### config.mk
export PLATFORM = sky130hd
export DESIGN_NAME = issue_sched
export DESIGN_NICKNAME = d
export VERILOG_FILES = /design/src/rtl/issue_sched.sv
export SDC_FILE = /design/constraint.sdc
export NUM_CORES = 1
export LEC_CHECK = 0
export ABC_AREA = 1
export ABC_CLOCK_PERIOD_IN_PS = 3700
export CAP_MARGIN = 20
export CELL_PAD_IN_SITES_DETAIL_PLACEMENT = 1
export CELL_PAD_IN_SITES_GLOBAL_PLACEMENT = 2
export CORE_ASPECT_RATIO = 0.9
export CORE_MARGIN = 2
export CORE_UTILIZATION = 17
export CTS_BUF_LIST = sky130_fd_sc_hd__clkbuf_4
export CTS_CLUSTER_SIZE = 14
export DETAILED_ROUTE_END_ITERATION = 8
export PLACE_DENSITY = 0.94
export SYNTH_ARGS = -nofsm -noshare
export SYNTH_HDL_FRONTEND = slang
export SYNTH_SLANG_ARGS = --single-unit
### constraint.sdc
create_clock -name clock -period 3.7 [get_ports clock]
set_clock_uncertainty 0.05 [all_clocks]
set_input_delay 0.37 -clock clock [delete_from_list [all_inputs] [get_ports clock]]
set_output_delay 0.37 -clock clock [all_outputs]
set_load 0.01 [all_outputs]
### src/rtl/issue_sched.sv
// Issue scheduler: picks at most one ready RS entry for the ALU and one for the
// non-pipelined multiplier each cycle, and tracks multiplier occupancy.
// Optional feature macro: ISSUE_SCHED_RR_EN selects round-robin search from
// per-path pointers; when undefined, both paths use fixed lowest-index priority.
module issue_sched #(
  parameter int unsigned RS_SIZE  = 8,
  parameter int unsigned MULT_LAT = 4
) (
  input  logic               clock,
  input  logic               reset,
  input  logic               stall,
  input  logic               squash,
  input  logic [RS_SIZE-1:0] ready_vec,
  input  logic [RS_SIZE-1:0] is_mult_vec,
  output logic [RS_SIZE-1:0] alu_grant,
  output logic               alu_grant_valid,
  output logic [RS_SIZE-1:0] mult_grant,
  output logic               mult_grant_valid,
  output logic               mult_busy
);

  localparam int unsigned PtrW = (RS_SIZE > 1) ? $clog2(RS_SIZE) : 1;
  localparam int unsigned CntW = $clog2(MULT_LAT + 1);

  // First set bit of cand at or above start, wrapping modulo RS_SIZE.
  function automatic logic [RS_SIZE-1:0] pick(input logic [RS_SIZE-1:0] cand,
                                              input logic [PtrW-1:0]    start);
    logic [RS_SIZE-1:0] g;
    logic               found;
    logic [PtrW-1:0]    idx;
    g     = '0;
    found = 1'b0;
    for (int unsigned k = 0; k < RS_SIZE; k++) begin
      idx = PtrW'((32'(start) + k) % RS_SIZE);
      if (!found && cand[idx]) begin
        g[idx] = 1'b1;
        found  = 1'b1;
      end
    end
    return g;
  endfunction

  logic [RS_SIZE-1:0] alu_cand;
  logic [RS_SIZE-1:0] mult_cand;
  logic               block;
  logic [PtrW-1:0]    alu_start;
  logic [PtrW-1:0]    mult_start;
  logic [CntW-1:0]    mult_cnt_q, mult_cnt_d;

  assign alu_cand  = ready_vec & ~is_mult_vec;
  assign mult_cand = ready_vec & is_mult_vec;
  assign block     = stall | squash | reset;

`ifdef ISSUE_SCHED_RR_EN
  logic [PtrW-1:0] alu_ptr_q, alu_ptr_d;
  logic [PtrW-1:0] mult_ptr_q, mult_ptr_d;

  // Pointer just past the granted index; holds when nothing was granted.
  function automatic logic [PtrW-1:0] next_ptr(input logic [RS_SIZE-1:0] onehot,
                                               input logic [PtrW-1:0]    cur);
    logic [PtrW-1:0] r;
    r = cur;
    for (int unsigned i = 0; i < RS_SIZE; i++) begin
      if (onehot[i]) r = PtrW'((i + 1) % RS_SIZE);
    end
    return r;
  endfunction

  assign alu_start  = alu_ptr_q;
  assign mult_start = mult_ptr_q;

  // Advance each round-robin pointer past its granted entry.
  always_comb begin
    alu_ptr_d  = next_ptr(alu_grant, alu_ptr_q);
    mult_ptr_d = next_ptr(mult_grant, mult_ptr_q);
  end

  // Pointer state; squash and stall leave it alone since grants are already gated.
  always_ff @(posedge clock) begin
    if (reset) begin
      alu_ptr_q  <= '0;
      mult_ptr_q <= '0;
    end else begin
      alu_ptr_q  <= alu_ptr_d;
      mult_ptr_q <= mult_ptr_d;
    end
  end
`else
  assign alu_start  = '0;
  assign mult_start = '0;
`endif

  // Grant selection; the multiplier is only offered when its occupancy has drained.
  always_comb begin
    alu_grant  = '0;
    mult_grant = '0;
    if (!block) begin
      alu_grant = pick(alu_cand, alu_start);
      if (mult_cnt_q == '0) mult_grant = pick(mult_cand, mult_start);
    end
  end

  assign alu_grant_valid  = |alu_grant;
  assign mult_grant_valid = |mult_grant;
  assign mult_busy        = (mult_cnt_q != '0) && !reset;

  // Occupancy counter keeps draining through stalls; squash drops the in-flight multiply.
  always_comb begin
    mult_cnt_d = mult_cnt_q;
    if (squash) begin
      mult_cnt_d = '0;
    end else if (mult_grant_valid) begin
      mult_cnt_d = CntW'(MULT_LAT - 1);
    end else if (mult_cnt_q != '0) begin
      mult_cnt_d = mult_cnt_q - CntW'(1);
    end
  end

  // Occupancy counter register.
  always_ff @(posedge clock) begin
    if (reset) mult_cnt_q <= '0;
    else       mult_cnt_q <= mult_cnt_d;
  end

endmodule

### Yosys cells after proc, flatten, opt, wreduce, memory -nomap -nowiden

Cells that the tools add are included.

* register bits: 3
* bits of input ports: 20
* word-level logic and storage cells: 101

* add/subtract/negate cells: 1
* mux-type cells: 56
* bitwise logic cells: 5
* reductions and logical operators: 37

Operators by type and width (count)
* 2-to-1 mux 8 bit: 5
* 2-to-1 mux 1 bit: 37
* bitwise AND 8 bit: 2
* OR reduction 8 bit: 2
* logical AND 1 bit: 15
* zero test 1 bit: 15
* 2-to-1 mux 7 bit: 2
* 2-to-1 mux 6 bit: 2
* 2-to-1 mux 5 bit: 2
* OR reduction 10 bit: 1
* 2-to-1 mux 2 bit: 4
* 2-to-1 mux 4 bit: 2
* inverter 8 bit: 1
* 2-to-1 mux 3 bit: 2
* zero test 3 bit: 1
* nonzero test 3 bit: 1
* subtractor 3 x 1 -> 3 bit (second input constant): 1
* bitwise OR 1 bit: 2
* nonzero test 2 bit: 1
* OR reduction 2 bit: 1

### Depth between registers and ports, before layout

* depth in word-level cells: 41
* gate-level depth with buffers: 10
* mapped depth without buffers: 10

### Worst setup path after synthesis

OpenSTA, ideal clock, no wires.

* path kind: flip-flop to output port
* from: reg mult_cnt_q[0]
* to: out mult_grant[7]
* arrival: 1.255 ns
* data required time: 3.280 ns
* setup slack: 2.025 ns
* stages on the path, launching flop included: 9
* path buffers: 0
* cells stage by stage: dfxtp_1 > inv_1 > ha_1 > inv_1 > nor2_4 > nand3_2 > nor2_4 > inv_2 > nor4_2

* cells in the longest elaborated chain, start to end: 3

Ends and longest elaborated chain
* start: declaration: RTL line 48 `logic [CntW-1:0] mult_cnt_q, mult_cnt_d;`
* start signal: assignment: RTL line 122 `else mult_cnt_q <= mult_cnt_d;`
* zero test 3 bit: RTL line 99 `if (mult_cnt_q == '0) mult_grant = pick(mult_cand, mult_start);`
* 2-to-1 mux 8 bit: RTL line 99
* 2-to-1 mux 8 bit: RTL line 97 `if (!block) begin`
* end: declaration: RTL line 17 `output logic [RS_SIZE-1:0] mult_grant,`

No other way between the ends.

### Worst setup path in the final report

* from: in is_mult_vec[0]
* to: out alu_grant[7]

* cells in the longest elaborated chain, start to end: 32

Ends and longest elaborated chain
* start: declaration: RTL line 14 `input logic [RS_SIZE-1:0] is_mult_vec,`
* inverter 8 bit (*): RTL line 50 `assign alu_cand = ready_vec & ~is_mult_vec;`
* bitwise AND 8 bit (*): RTL line 50
* 2-to-1 mux 1 bit (*): RTL line 35 `if (!found && cand[idx]) begin`
* 2-to-1 mux 1 bit (*): RTL line 97
* zero test 1 bit: RTL line 35
* logical AND 1 bit: RTL line 35
* 2-to-1 mux 1 bit (*): RTL line 35
* 2-to-1 mux 1 bit (*): RTL line 97
* [... 16 more ...]
* zero test 1 bit: RTL line 35
* logical AND 1 bit: RTL line 35
* 2-to-1 mux 1 bit (*): RTL line 35
* 2-to-1 mux 1 bit (*): RTL line 97
* zero test 1 bit (*): RTL line 35
* logical AND 1 bit (*): RTL line 35
* 2-to-1 mux 8 bit (*): RTL line 35
* 2-to-1 mux 8 bit (*): RTL line 97
* end: declaration: RTL line 15 `output logic [RS_SIZE-1:0] alu_grant,`

Every way passes the cells marked *; elsewhere a longest branch is shown, timed or not. The select of a mux whose other input is x is not followed.

==> key figures <==
Status
  • Status: completed

Power
  • Clock power share: 31.4%
  • Worst IR Drop VDD: 0.06548 mV
  • Total power: 0.0002099 W
  • Leak: 0.4958 nW
  • Logic pwr share: 50.5%
  • Sw Pwr: 0.00007683 W
  • Internal power: 0.0001331 W
  • Sequential Power Share: 18.1%
  • Power per cell area: 204.6 mW/mm^2
  • Sw Ratio: 36.61%

Setup path
  • WP data required: 3.28 ns
  • Crit end category: primary output
  • CP max FO: 4
  • Worst R2R Start: mult_cnt_q[0]$_SDFFE_PP0P_
  • Critical Path Start: is_mult_vec[0]
  • Critical path class: in2out
  • CP Launch Type: input port
  • CP arrival: 2.20 ns

Routing
  • Vias/cell: 4.118
  • Routed WL per cell: 10.49 um
  • Drt drc: 0
  • Post-Route WL: 1.952 mm
  • Drt pass-1 iters: 4
  • Detail Route Antenna Nets: 0
  • Via Count: 766
  • Initial drt markers: 17

Placement
  • Port bufs: 38
  • Pre-CTS setup slack: 1.082 ns
  • Dpl hpwl: 1.753 mm
  • GPL Wtd Cong: 0.7761

STA
  • RSZ-0062 raised after global routing: false
  • WHS: 0.5757 ns
  • Setup ws final: 1.084 ns
  • TNS Setup: 0 ns
  • Fin crit share: 70.69%
  • Worst Max-Slew Pin Slew: 0.2832 ns
  • Fmax: 382.3 MHz
  • Crit path time final: 2.616 ns
  • Max-slew violations: 0
  • Final-report setup violation count: 0
  • Worst slew margin: 80.94%
  • Fin. Hold Viols: 0

Die
  • Initial core utilization: 18.08%
  • FP Rows: 19
  • I/O pins: 39
  • Core area: 0.003114 sq mm
  • DIE HEIGHT: 58.60 um
  • Die X: 64.67 um
  • Die area: 0.003789 sq mm

Clocking
  • TritonCTS Sinks: 3
  • CTS H-tree lvls: 1
  • Clock Path Buffers: 2
  • Num CTS Buffers: 3
  • Clk root buf: clkbuf_4
  • Hold buffers post-CTS: 0
  • Worst-Skew Late Latency: 0.24 ns
  • Post-CTS resize count: 0
  • Post-CTS setup buffer count: 0
  • CTS tree: done
  • Worst-path clk slew: 0.04 ns

Layout
  • Largest Register: mult_cnt_q
  • Ant diodes: 0
  • Layout cells sized above 1: 12.50%
  • Nets: 167
  • Biggest regs: mult_cnt_q: 3 flops
  • Max FFs per register: 3
  • Area Growth Syn to Fin: 82.22%

Global route
  • Total GRT Usage: 10.99%
  • Grt ovf: 0
  • First-pass GRT wire length: 3.146 mm
  • Largest net degree at the start of global routing: 9
  • Vias in the first global route: 741
  • Initial antenna violation count: 0

Yosys
  • Sequential fraction of the synthesis area: 10.67%
  • Post-Syn Area: 563.0 sq um
  • Top post-synthesis cells by area: nand2_1, inv_1, dfxtp_1, nor2_1, nor2_4
  • Register bit count reported by yosys: 3
  • Number of library cell types mapped by synthesis: 22
  • Synth top area share: 17.33%
  • Mapped Nets: 124
  • Syn_area_per_cell: 5.520 sq um
  • Post-Syn Instances: 102
  • YS warnings: 0
  • Area leader, netlist: nand2_1

Run
  • Max-cap violations: 0

Worst hold path
  • HP Class: reg2reg
  • Hold_sp: mult_cnt_q[2]$_SDFFE_PP0N_
synthesized netlist by cell type, drive strengths merged:
cell type and n:
a31oi 1, dfxtp 3, ha 2, inv 27
nand2 28, nand3 6, nor2 20, nor3 4
nor3b 1, nor4 5, o21ai 2, o31ai 1
xnor2 1, xor2 1
routing by layer:
| layer | GRT usage, % | vias to the layer above | part of all wire, % |
|---|---|---|---|
| met5 | 0 | - | 0 |
| met4 | 8.207 | 0 | 2.9 |
| met3 | 0.9560 | 4 | 6.6 |
| met2 | 19.49 | 32 | 47 |
| met1 | 12.43 | 337 | 43 |
| li1 | - | 393 | - |
worst max-delay path: stages:
cell and delay [ns]:
clkdlybuf4s50_1 0.48, inv_1 0.04, nand2_1 0.11, nand3_1 0.14, nor2_1 0.11, nand2_1 0.07, nor2_1 0.13, nand2_1 0.09
nor2_1 0.10, clkdlybuf4s50_1 0.54
per-stage QoR:
step	area (sq um)	std cells	utilization, %
after detailed placement	996.0	182	31.98
final	1026	186	32.95
after CTS	1026	186	32.95
after global routing	1026	186	32.95
after floorplan	563.0	102	-
after global placement	996.0	182	31.98
logic make-up after synthesis:
family,Yosys count,share of synthesized area (%)
xor gates and xnor gates,2,3.112
and+or+nand+nor,64,58.67
buffers and inverters,27,18.00
DFF,3,10.67
AOI/OAI and AO/OA,4,5.110
adders and majority gates,2,4.444
worst paths after layout:
| path | to | slack, ns | cells past startpoint |
|---|---|---|---|
| worst max-delay path | alu_grant[7] | 1.08 | 10 |
| worst min-delay path | mult_cnt_q[2]$_SDFFE_PP0N_ | 0.58 | 2 |
| worst max register to register | mult_cnt_q[0]$_SDFFE_PP0P_ | 2.21 | 10 |
| worst min register to register | mult_cnt_q[2]$_SDFFE_PP0N_ | 0.58 | 2 |
final cells by class:
| cell class | instances | area (sq um) |
|---|---|---|
| flip-flops and latches | 3 | 60.06 |
| fillers | 412 | 2088 |
| repair buffers | 38 | 380.4 |
| well taps | 42 | 52.55 |
| clock buffers | 4 | 30.03 |
| inverters | 27 | 101.3 |
| multi-input cells | 72 | 401.6 |
power by group through the flow:
stage          Clock (W)  Sequential [W]  Combinational, W
3_3_place_gp           0       0.0000380          0.000103
3_5_place_dp           0       0.0000384          0.000107
4_1_cts        0.0000690       0.0000379          0.000108
2_1_floorplan          0       0.0000378         0.0000610
6_report       0.0000659       0.0000379          0.000106
5_1_grt        0.0000711       0.0000382          0.000119
cells in the final DEF, fill, tap and decap left out:
cell type        instances
nand2_4                  1
nand2_2                  1
xor2_1                   1
ha_1                     2
clkbuf_4                 4
clkdlybuf4s50_1         38
nor4_1                   4
nor4_2                   1
nand3_2                  2
nor3_2                   1
nand3_1                  4
o31ai_2                  1
inv_2                    3
nand2_1                 26
o21ai_1                  1
dfxtp_1                  3
nor3_1                   3
xnor2_1                  1
a31oi_1                  1
nor2_4                   4
inv_1                   24
nor2_1                  16
o21ai_0                  1
nor3b_1                  1
No activity file was read; power rests on OpenSTA's default activity.
